[src/rtl/mul_share_arbiter.sv]
// Round-robin arbiter sharing one 4x4 multiplier among NREQ requesters; one op in flight.
// Latency: request handshake in cycle 0 -> rsp_valid in cycle MUL_LAT+2; issue interval MUL_LAT+3.
// Backpressure: req_ready only in IDLE; response held stable until rsp_ready. Optional MUL_SHARE_ARBITER_STATS_EN adds ops_done.
module mul_share_arbiter #(
  parameter int NREQ    = 4,
  parameter int ID_W    = 2,  // must equal clog2(NREQ)
  parameter int MUL_LAT = 0
) (
  input  logic              clk,
  input  logic              rst,
  input  logic [NREQ-1:0]   req_valid,
  input  logic [4*NREQ-1:0] req_a,
  input  logic [4*NREQ-1:0] req_b,
  output logic [NREQ-1:0]   req_ready,
  output logic [3:0]        mul_a,
  output logic [3:0]        mul_b,
  input  logic [7:0]        mul_p,
  output logic              rsp_valid,
  output logic [ID_W-1:0]   rsp_id,
  output logic [7:0]        rsp_p,
  input  logic              rsp_ready
`ifdef MUL_SHARE_ARBITER_STATS_EN
  ,
  output logic [15:0]       ops_done
`endif
);

  localparam int CNT_W = (MUL_LAT < 2) ? 1 : $clog2(MUL_LAT + 1);
  localparam logic [CNT_W-1:0] CNT_INIT = CNT_W'(MUL_LAT);
  localparam logic [ID_W:0]    NREQ_W   = (ID_W + 1)'(NREQ);
  localparam logic [ID_W-1:0]  LAST_ID  = ID_W'(NREQ - 1);

  typedef enum logic [1:0] {IDLE, WAIT, RESP} state_t;

  state_t           state;
  logic [ID_W-1:0]  rr_ptr;
  logic [ID_W-1:0]  id_q;
  logic [CNT_W-1:0] cnt;

  logic [NREQ-1:0]  rot;
  logic [ID_W-1:0]  off;
  logic [ID_W:0]    sum;
  logic [ID_W-1:0]  grant;
  logic             any_req;
  logic             req_hs;
  logic [3:0]       sel_a;
  logic [3:0]       sel_b;

  // Rotate requests so rr_ptr sits at bit 0, take the lowest set bit, then un-rotate.
  always_comb begin
    rot = NREQ'({req_valid, req_valid} >> rr_ptr);
    off = '0;
    for (int k = NREQ - 1; k >= 0; k--) begin
      if (rot[k]) off = ID_W'(k);
    end
    sum = {1'b0, rr_ptr} + {1'b0, off};
    if (sum >= NREQ_W) sum = sum - NREQ_W;
    grant   = sum[ID_W-1:0];
    any_req = |req_valid;
  end

  // Operand mux for the granted requester.
  always_comb begin
    sel_a = '0;
    sel_b = '0;
    for (int i = 0; i < NREQ; i++) begin
      if (grant == ID_W'(i)) begin
        sel_a = req_a[4*i +: 4];
        sel_b = req_b[4*i +: 4];
      end
    end
  end

  // Grant is recomputed every IDLE cycle, so a withdrawn request never sticks.
  assign req_ready = (state == IDLE && any_req) ? (NREQ'(1) << grant) : '0;
  assign req_hs    = |(req_valid & req_ready);

  // Control FSM: grant in IDLE, count out the multiplier latency, hold the response.
  always_ff @(posedge clk) begin
    if (rst) begin
      state     <= IDLE;
      rr_ptr    <= '0;
      id_q      <= '0;
      cnt       <= '0;
      mul_a     <= '0;
      mul_b     <= '0;
      rsp_valid <= 1'b0;
      rsp_id    <= '0;
      rsp_p     <= '0;
    end else begin
      case (state)
        IDLE: begin
          if (req_hs) begin
            mul_a  <= sel_a;
            mul_b  <= sel_b;
            id_q   <= grant;
            rr_ptr <= (grant == LAST_ID) ? '0 : grant + 1'b1;
            cnt    <= CNT_INIT;
            state  <= WAIT;
          end
        end
        WAIT: begin
          if (cnt != '0) begin
            cnt <= cnt - 1'b1;
          end else begin
            rsp_p     <= mul_p;
            rsp_id    <= id_q;
            rsp_valid <= 1'b1;
            state     <= RESP;
          end
        end
        RESP: begin
          if (rsp_ready) begin
            rsp_valid <= 1'b0;
            state     <= IDLE;
          end
        end
        default: state <= IDLE;
      endcase
    end
  end

`ifdef MUL_SHARE_ARBITER_STATS_EN
  // Completed-operation counter, saturating at all ones.
  always_ff @(posedge clk) begin
    if (rst) begin
      ops_done <= '0;
    end else if (state == RESP && rsp_ready && ops_done != 16'hFFFF) begin
      ops_done <= ops_done + 16'd1;
    end
  end
`endif

endmodule
[config.mk]
export PLATFORM = sky130hd
export DESIGN_NAME = mul_share_arbiter
export DESIGN_NICKNAME = d
export VERILOG_FILES = /design/src/rtl/mul_share_arbiter.sv
export SDC_FILE = /design/constraint.sdc
export NUM_CORES = 1
export LEC_CHECK = 0
export ABC_AREA = 1
export BUFFER_PORTS_ARGS = -buffer_cell sky130_fd_sc_hd__buf_2
export CORE_MARGIN = 2
export CORE_UTILIZATION = 30
export DETAILED_ROUTE_END_ITERATION = 6
export PLACE_DENSITY = 0.68
export RECOVER_POWER = 25
export REMOVE_ABC_BUFFERS = 1
export SYNTH_ARGS = -nofsm -noshare
export SYNTH_HDL_FRONTEND = slang
export SYNTH_SLANG_ARGS = --single-unit
[constraint.sdc]
create_clock -name clk -period 3.8 [get_ports clk]
set_clock_uncertainty 0.1 [all_clocks]
set_input_delay 0.38 -clock clk [delete_from_list [all_inputs] [get_ports clk]]
set_output_delay 0.38 -clock clk [all_outputs]
set_load 0.01 [all_outputs]
Word level (Yosys, flattened, before mapping). Index checks and enable logic that the tools add are counted.

Bits of input ports: 47. Logic and storage cells: 63. Output and inout bits: 23. Register bits after elaboration: 26.

Bitwise gates (word level): 2. Mux-type cells: 25. Add/subtract/negate cells: 4. Shift-type cells: 2. Equality and inequality tests: 8. Order comparisons: 1. Reductions and logical operators: 12.

Operator list (count): 4-bit 2-to-1 mux (9); 2-bit 2-to-1 mux (9); 4-bit OR reduction (2); 8-bit by 2-bit >> shifter with 4-bit output (1); 2-bit == test (second input constant) (3); 2-bit inequality test (second input constant) (3); 2-bit case mux with 3 select lines (1); 2-bit AND reduction (3); 3-bit AND reduction (2); 4-bit AND (1); 2-bit by 1-bit == test with 1-bit output (second input constant) (2); 2-bit logical NOT (2); 1-bit 2-to-1 mux (4); 1-bit case mux with 2 select lines (2); 2-bit nonzero test (2); 1-bit by 2-bit left shift with 4-bit output (first input constant) (1); 2-bit by 2-bit adder with 3-bit output (1); 3-bit greater-or-equal comparator (second input constant) (1); 2-bit by 1-bit adder with 2-bit output (second input constant) (1); 2-bit by 1-bit subtractor with 2-bit output (second input constant) (1); 1-bit logical AND (1); 1-bit inverter (1); 1-bit subtractor (second input constant) (1).

Logic depth before layout (Yosys ltp).
Depth in word-level cells: 14. Gate-level depth with buffers: 23.

Worst setup path before layout. OpenSTA, ideal clock, no wires.

Path kind: reg-to-reg. Start: register rr_ptr[0]. End: register id_q[1]. Path buffers: 2. Period minus slack after synthesis: 2.702 ns. Data arrival time: 2.493 ns. Setup slack: 1.098 ns. Stages on the path, launching flop included: 23. Cell sequence: dfxtp_1 inv_1 nand2_1 nand3_1 nand2_1 nand3_1 a21boi_0 ha_1 xor2_1 inv_1 nand3_1 nand2_1 inv_1 ha_1 buf_6 nand4_1 nand2_1 inv_2 nand2_8 buf_12 nand3_2 nand2_1 inv_1.

Longest elaborated chain between the ends: 13.

Ends and longest elaborated chain: from (decl) (line 36) `logic [ID_W-1:0] rr_ptr;`; from (signal assigned) (line 97) `rr_ptr <= (grant == LAST_ID) ? '0 : grant + 1'b1;`; 8-bit by 2-bit >> shifter with 4-bit output (line 51) `rot = NREQ'({req_valid, req_valid} >> rr_ptr);`; 2-bit 2-to-1 mux (4 in series) (line 54) `if (rot[k]) off = ID_W'(k);`; 2-bit by 2-bit adder with 3-bit output * (line 56) `sum = {1'b0, rr_ptr} + {1'b0, off};`; 3-bit greater-or-equal comparator / 2-bit by 1-bit subtractor with 2-bit output (equally long branches) (line 57) `if (sum >= NREQ_W) sum = sum - NREQ_W;`; 2-bit 2-to-1 mux * (line 57); via sum[1] (line 42) `logic [ID_W:0] sum;`; 1-bit by 2-bit left shift with 4-bit output (line 75) `assign req_ready = (state == IDLE && any_req) ? (NREQ'(1) << grant) : '0;`; 4-bit 2-to-1 mux (line 75); 4-bit AND (line 76) `assign req_hs = |(req_valid & req_ready);`; 4-bit OR reduction (line 76); 2-bit AND reduction (no line); to (signal assigned) (line 96) `id_q <= grant;`; to (decl) (line 37) `logic [ID_W-1:0] id_q;`.

The timed path passes the listed nets; every way through them passes the cells marked *. A chain may end at the register's enable or synchronous reset.

Final worst setup path.
Start: register rr_ptr[0]. End: output port req_ready[1].

Longest elaborated chain between the ends: 10.

Ends and longest elaborated chain: 8-bit by 2-bit >> shifter with 4-bit output (line 51); 2-bit 2-to-1 mux (4 in series) (line 54); 2-bit by 2-bit adder with 3-bit output * (line 56); 3-bit greater-or-equal comparator / 2-bit by 1-bit subtractor with 2-bit output (equally long branches) (line 57); 2-bit 2-to-1 mux * (line 57); via sum[1] (line 42); 1-bit by 2-bit left shift with 4-bit output * (line 75); 4-bit 2-to-1 mux * (line 75); to (decl) (line 14) `output logic [NREQ-1:0] req_ready,`.

Marked as above.

==> metrics.txt <==
# TYPE chip_impl_metric gauge
chip_impl_info{name="clk_root_buffer_cell",value="sky130_fd_sc_hd__clkbuf_8"} 1
chip_impl_metric{name="floorplan.initialDensity",unit="%"} 31.0
chip_impl_metric{name="worst-path-max-fanout",unit=""} 11
chip_impl_metric{name="synth-compound-area-share",unit="%"} 14.8
chip_impl_info{name="combinational_family_with_the_most_area_after_synthesis",value="simple AND/OR/NAND/NOR gates"} 1
chip_impl_metric{name="cp.required",unit="ns"} 3.32
chip_impl_info{name="synth.area.top_cells",value="sky130_fd_sc_hd__dfxtp_1, sky130_fd_sc_hd__nand2_1, sky130_fd_sc_hd__nor2_1, sky130_fd_sc_hd__o21ai_0, sky130_fd_sc_hd__nand3_1"} 1
chip_impl_metric{name="cts_hold_buf",unit=""} 0
chip_impl_metric{name="synth.lib_cells_used.distinct",unit=""} 24
chip_impl_metric{name="die-area",unit="sq um"} 5450
chip_impl_info{name="rr_startpoint",value="rr_ptr[0]$_SDFFE_PP0P_"} 1
chip_impl_metric{name="yosys_warnings",unit=""} 0
chip_impl_metric{name="die_h",unit="microns"} 73.9
chip_impl_metric{name="globalRouteOverflowTotal",unit=""} 0
chip_impl_metric{name="grt_first_pass_wirelength",unit="mm"} 5.89
chip_impl_metric{name="ys_seq_area_share",unit="%"} 34.2
chip_impl_metric{name="synth_fa_ha_area_share",unit="%"} 4.27
chip_impl_metric{name="power",unit="mW"} 1.62
chip_impl_metric{name="rows",unit=""} 25
chip_impl_metric{name="period_needed",unit="ns"} 3.37
chip_impl_metric{name="p_leak",unit="nW"} 0.994
chip_impl_metric{name="synthesis.area_per_instance",unit="sq um"} 6.36
chip_impl_metric{name="layout-drive-gt1-share",unit="%"} 23.0
chip_impl_info{name="setup.worst_path.class",value="flop to primary output"} 1
chip_impl_metric{name="tritoncts.num_buffers",unit=""} 3
chip_impl_metric{name="detailedPlacementHpwl",unit="mm"} 2.91
chip_impl_metric{name="floorplan.io_pins",unit=""} 70
chip_impl_metric{name="synthDominantCellAreaShare",unit="%"} 34.2
chip_impl_metric{name="timing_worst_slew_pin_value",unit="ns"} 0.676
chip_impl_metric{name="placed_cells",unit=""} 359
chip_impl_metric{name="multiplexer_area_fraction_after_synthesis",unit="%"} 0
chip_impl_metric{name="maxcap_viol_count",unit=""} 0
chip_impl_metric{name="worstRegToRegCells",unit=""} 19
chip_impl_metric{name="areaGrowthSynthToFinish",unit="%"} 28.4
chip_impl_metric{name="timing.final.ws_setup",unit="ns"} 0.432
chip_impl_metric{name="remaining_drc_errors",unit=""} 0
chip_impl_metric{name="detail_route.wl_per_cell",unit="microns"} 10.2
chip_impl_metric{name="synth_simple_gate_area_share",unit="%"} 37.4
chip_impl_metric{name="post_drt_via_cell_ratio",unit=""} 4.43
chip_impl_info{name="critPathCapture",value="req_ready[1]"} 1
chip_impl_metric{name="grt_antenna_before_repair",unit=""} 0
chip_impl_metric{name="worst_slew_margin_rel",unit="%"} 54.8
chip_impl_metric{name="placeableCoreArea",unit="sq um"} 4720
chip_impl_metric{name="post_synthesis_cells",unit=""} 230
chip_impl_metric{name="postCtsSetupBuffers",unit=""} 0
chip_impl_info{name="rsz0062_at_grt",value="false"} 1
chip_impl_metric{name="worst_ep_arrival_time",unit="ns"} 2.89
chip_impl_metric{name="route.vias.total",unit=""} 1609
chip_impl_metric{name="setup_tns",unit="ns"} 0
chip_impl_metric{name="cts.clk_slew.worst_paths",unit="ns"} 0.09
chip_impl_metric{name="finalHoldViolations",unit=""} 0
chip_impl_metric{name="cts_max_level",unit=""} 1
chip_impl_metric{name="synthXorXnorAreaFrac",unit="%"} 0.598
chip_impl_metric{name="drtAntennaViolNets",unit=""} 0
chip_impl_info{name="end_kind",value="primary output"} 1
chip_impl_info{name="cp-startpoint",value="rr_ptr[0]$_SDFFE_PP0P_"} 1
chip_impl_metric{name="setup_viol",unit=""} 0
chip_impl_metric{name="num_antenna_cells",unit=""} 0
chip_impl_info{name="setup.worst_path.start_class",value="flop"} 1
chip_impl_info{name="rr_endpoint",value="id_q[0]$_SDFFE_PP0P_"} 1
chip_impl_info{name="min-delay-path-class",value="primary input to flop"} 1
chip_impl_metric{name="first_global_vias",unit=""} 1397
chip_impl_metric{name="ff2ff_setup_slack",unit="ns"} 0.60
chip_impl_metric{name="post_cts_resize_count",unit=""} 0
chip_impl_metric{name="detail_route.iter0.violations",unit=""} 78
chip_impl_metric{name="dpl_worst_slack",unit="ns"} 0.708
chip_impl_metric{name="wirelength",unit="mm"} 3.70
chip_impl_metric{name="fillerInstances",unit=""} 514
chip_impl_metric{name="power.density",unit="nW/um^2"} 863
chip_impl_metric{name="numClockSinks",unit=""} 25
chip_impl_info{name="cts_tree",value="built"} 1
chip_impl_info{name="outcome",value="complete, no violations"} 1
chip_impl_metric{name="routabilityCongestion",unit=""} 0.838
chip_impl_metric{name="mappedNetlistArea",unit="sq um"} 1460
chip_impl_metric{name="die_w",unit="microns"} 73.9
chip_impl_metric{name="period_share",unit="%"} 88.6
chip_impl_metric{name="whs",unit="ns"} 0.206
chip_impl_metric{name="ys_seq_elements",unit=""} 25
chip_impl_metric{name="final_nets",unit=""} 349
chip_impl_metric{name="timing.fmax",unit="MHz"} 297
chip_impl_metric{name="drt_first_pass_iters",unit=""} 4
chip_impl_metric{name="grt_use_total",unit="%"} 13.4
chip_impl_metric{name="clock_tree.buffer_depth",unit=""} 2
chip_impl_metric{name="irDropWorstVdd",unit="mV"} 0.489
chip_impl_metric{name="grt_start_max_net_pins",unit=""} 23
chip_impl_info{name="yosysTopAreaCell",value="sky130_fd_sc_hd__dfxtp_1"} 1
chip_impl_metric{name="timing_max_transition_violations_final",unit=""} 0
chip_impl_metric{name="clk-insertion-delay-late",unit="ns"} 0.27
chip_impl_metric{name="io_buffer_count",unit=""} 69
chip_impl_metric{name="layoutNonFillerInstCount",unit=""} 363
[sequential cells by signal, summed over array words and instances, names as in the netlist]
| signal | flops |
|---|---|
| id_q | 2 |
| mul_a | 4 |
| mul_b | 4 |
| rr_ptr | 2 |
| rsp_id | 2 |
| rsp_p | 8 |
| rsp_valid | 1 |
| state | 2 |
[per-layer routing]
layer | part of all wire, % | GRT usage [%]
met1 | 47 | 17.5
met2 | 46 | 22.8
met3 | 6.4 | 3.70
met4 | 0.32 | 1.21
met5 | 0 | 0
[cells in the final DEF, fill, tap and decap left out]
cell type,count
sky130_fd_sc_hd__buf_2,57
sky130_fd_sc_hd__clkbuf_8,3
sky130_fd_sc_hd__clkbuf_1,12
sky130_fd_sc_hd__nand3_2,1
sky130_fd_sc_hd__ha_1,5
sky130_fd_sc_hd__nor2_1,45
sky130_fd_sc_hd__a21boi_0,1
sky130_fd_sc_hd__inv_6,1
sky130_fd_sc_hd__nor2_2,1
sky130_fd_sc_hd__dfxtp_1,25
sky130_fd_sc_hd__nand3b_1,1
sky130_fd_sc_hd__buf_4,1
sky130_fd_sc_hd__inv_2,2
sky130_fd_sc_hd__nand3_1,13
sky130_fd_sc_hd__o21ai_1,6
sky130_fd_sc_hd__nand2_1,64
sky130_fd_sc_hd__a21oi_1,11
sky130_fd_sc_hd__a311oi_1,1
sky130_fd_sc_hd__inv_1,15
sky130_fd_sc_hd__o21ai_0,23
sky130_fd_sc_hd__xor2_1,1
sky130_fd_sc_hd__clkinv_1,2
sky130_fd_sc_hd__nand2_8,1
sky130_fd_sc_hd__nand4_1,3
sky130_fd_sc_hd__nor2_4,1
[final cells by class]
class | count | area [sq um] | share of cell area [%]
clock buffers | 3 | 41.3 | 2.20
clock inverters | 1 | 8.76 | 0.466
inverters | 19 | 71.3 | 3.79
multi-input cells | 178 | 836 | 44.5
flip-flops and latches | 25 | 500 | 26.6
well taps | 67 | 83.8 | 4.46
repair buffers | 70 | 338 | 18.0
[logic make-up (layout without fill, tap and decap cells)]
logic type,Yosys count,after routing
fa+ha+maj,5,5
simple gates,130,130
buf+inv,27,93
flops,25,25
xor+xnor,1,1
compound gates,42,42
[critical path: stages, from the launching register on]
cell	delay [ns]
sky130_fd_sc_hd__dfxtp_1	0.45
sky130_fd_sc_hd__inv_1	0.12
sky130_fd_sc_hd__nand2_1	0.09
sky130_fd_sc_hd__nand3_1	0.08
sky130_fd_sc_hd__nand2_1	0.08
sky130_fd_sc_hd__nand3_1	0.06
sky130_fd_sc_hd__a21boi_0	0.18
sky130_fd_sc_hd__ha_1	0.19
sky130_fd_sc_hd__xor2_1	0.18
sky130_fd_sc_hd__inv_1	0.06
sky130_fd_sc_hd__nand3_1	0.11
sky130_fd_sc_hd__nand2_1	0.13
sky130_fd_sc_hd__inv_1	0.11
sky130_fd_sc_hd__ha_1	0.44
sky130_fd_sc_hd__inv_1	0.08
sky130_fd_sc_hd__nor2_1	0.12
sky130_fd_sc_hd__buf_2	0.13
[Yosys cell counts, drive strengths merged]
cell type  number
a311oi          1
o21ai          29
clkinv          2
nand3          14
a21boi          1
inv            17
clkbuf          4
nand2          65
ha              5
dfxtp          25
nand4           3
buf             4
a21oi          11
nand3b          1
nor2           47
xor2            1
[power breakdown]
part           internal, mW  switching [mW]
combinational         0.389           0.676
clock                0.0768          0.0884
sequential            0.344          0.0469
[worst min path at each step]
stage          cells after the start                  from                      to
2_1_floorplan                      2  id_q[1]$_SDFFE_PP0P_  rsp_id[1]$_SDFFE_PP0P_
3_3_place_gp                       2  id_q[1]$_SDFFE_PP0P_  rsp_id[1]$_SDFFE_PP0P_
3_5_place_dp                       2  id_q[1]$_SDFFE_PP0P_  rsp_id[1]$_SDFFE_PP0P_
4_1_cts                            2                   rst   state[1]$_SDFFE_PP0P_
5_1_grt                            2             rsp_ready  rsp_valid$_SDFFE_PP0P_
6_report                           2                   rst   state[1]$_SDFFE_PP0P_
[through the flow]
step | cell area, sq um | utilization (%)
floorplan | 1410 | -
global placement | 1840 | 39.0
detailed placement | 1840 | 39.0
CTS | 1890 | 40.1
global route | 1880 | 39.8
finish | 1880 | 39.8
(Power assumes the default switching activity.)
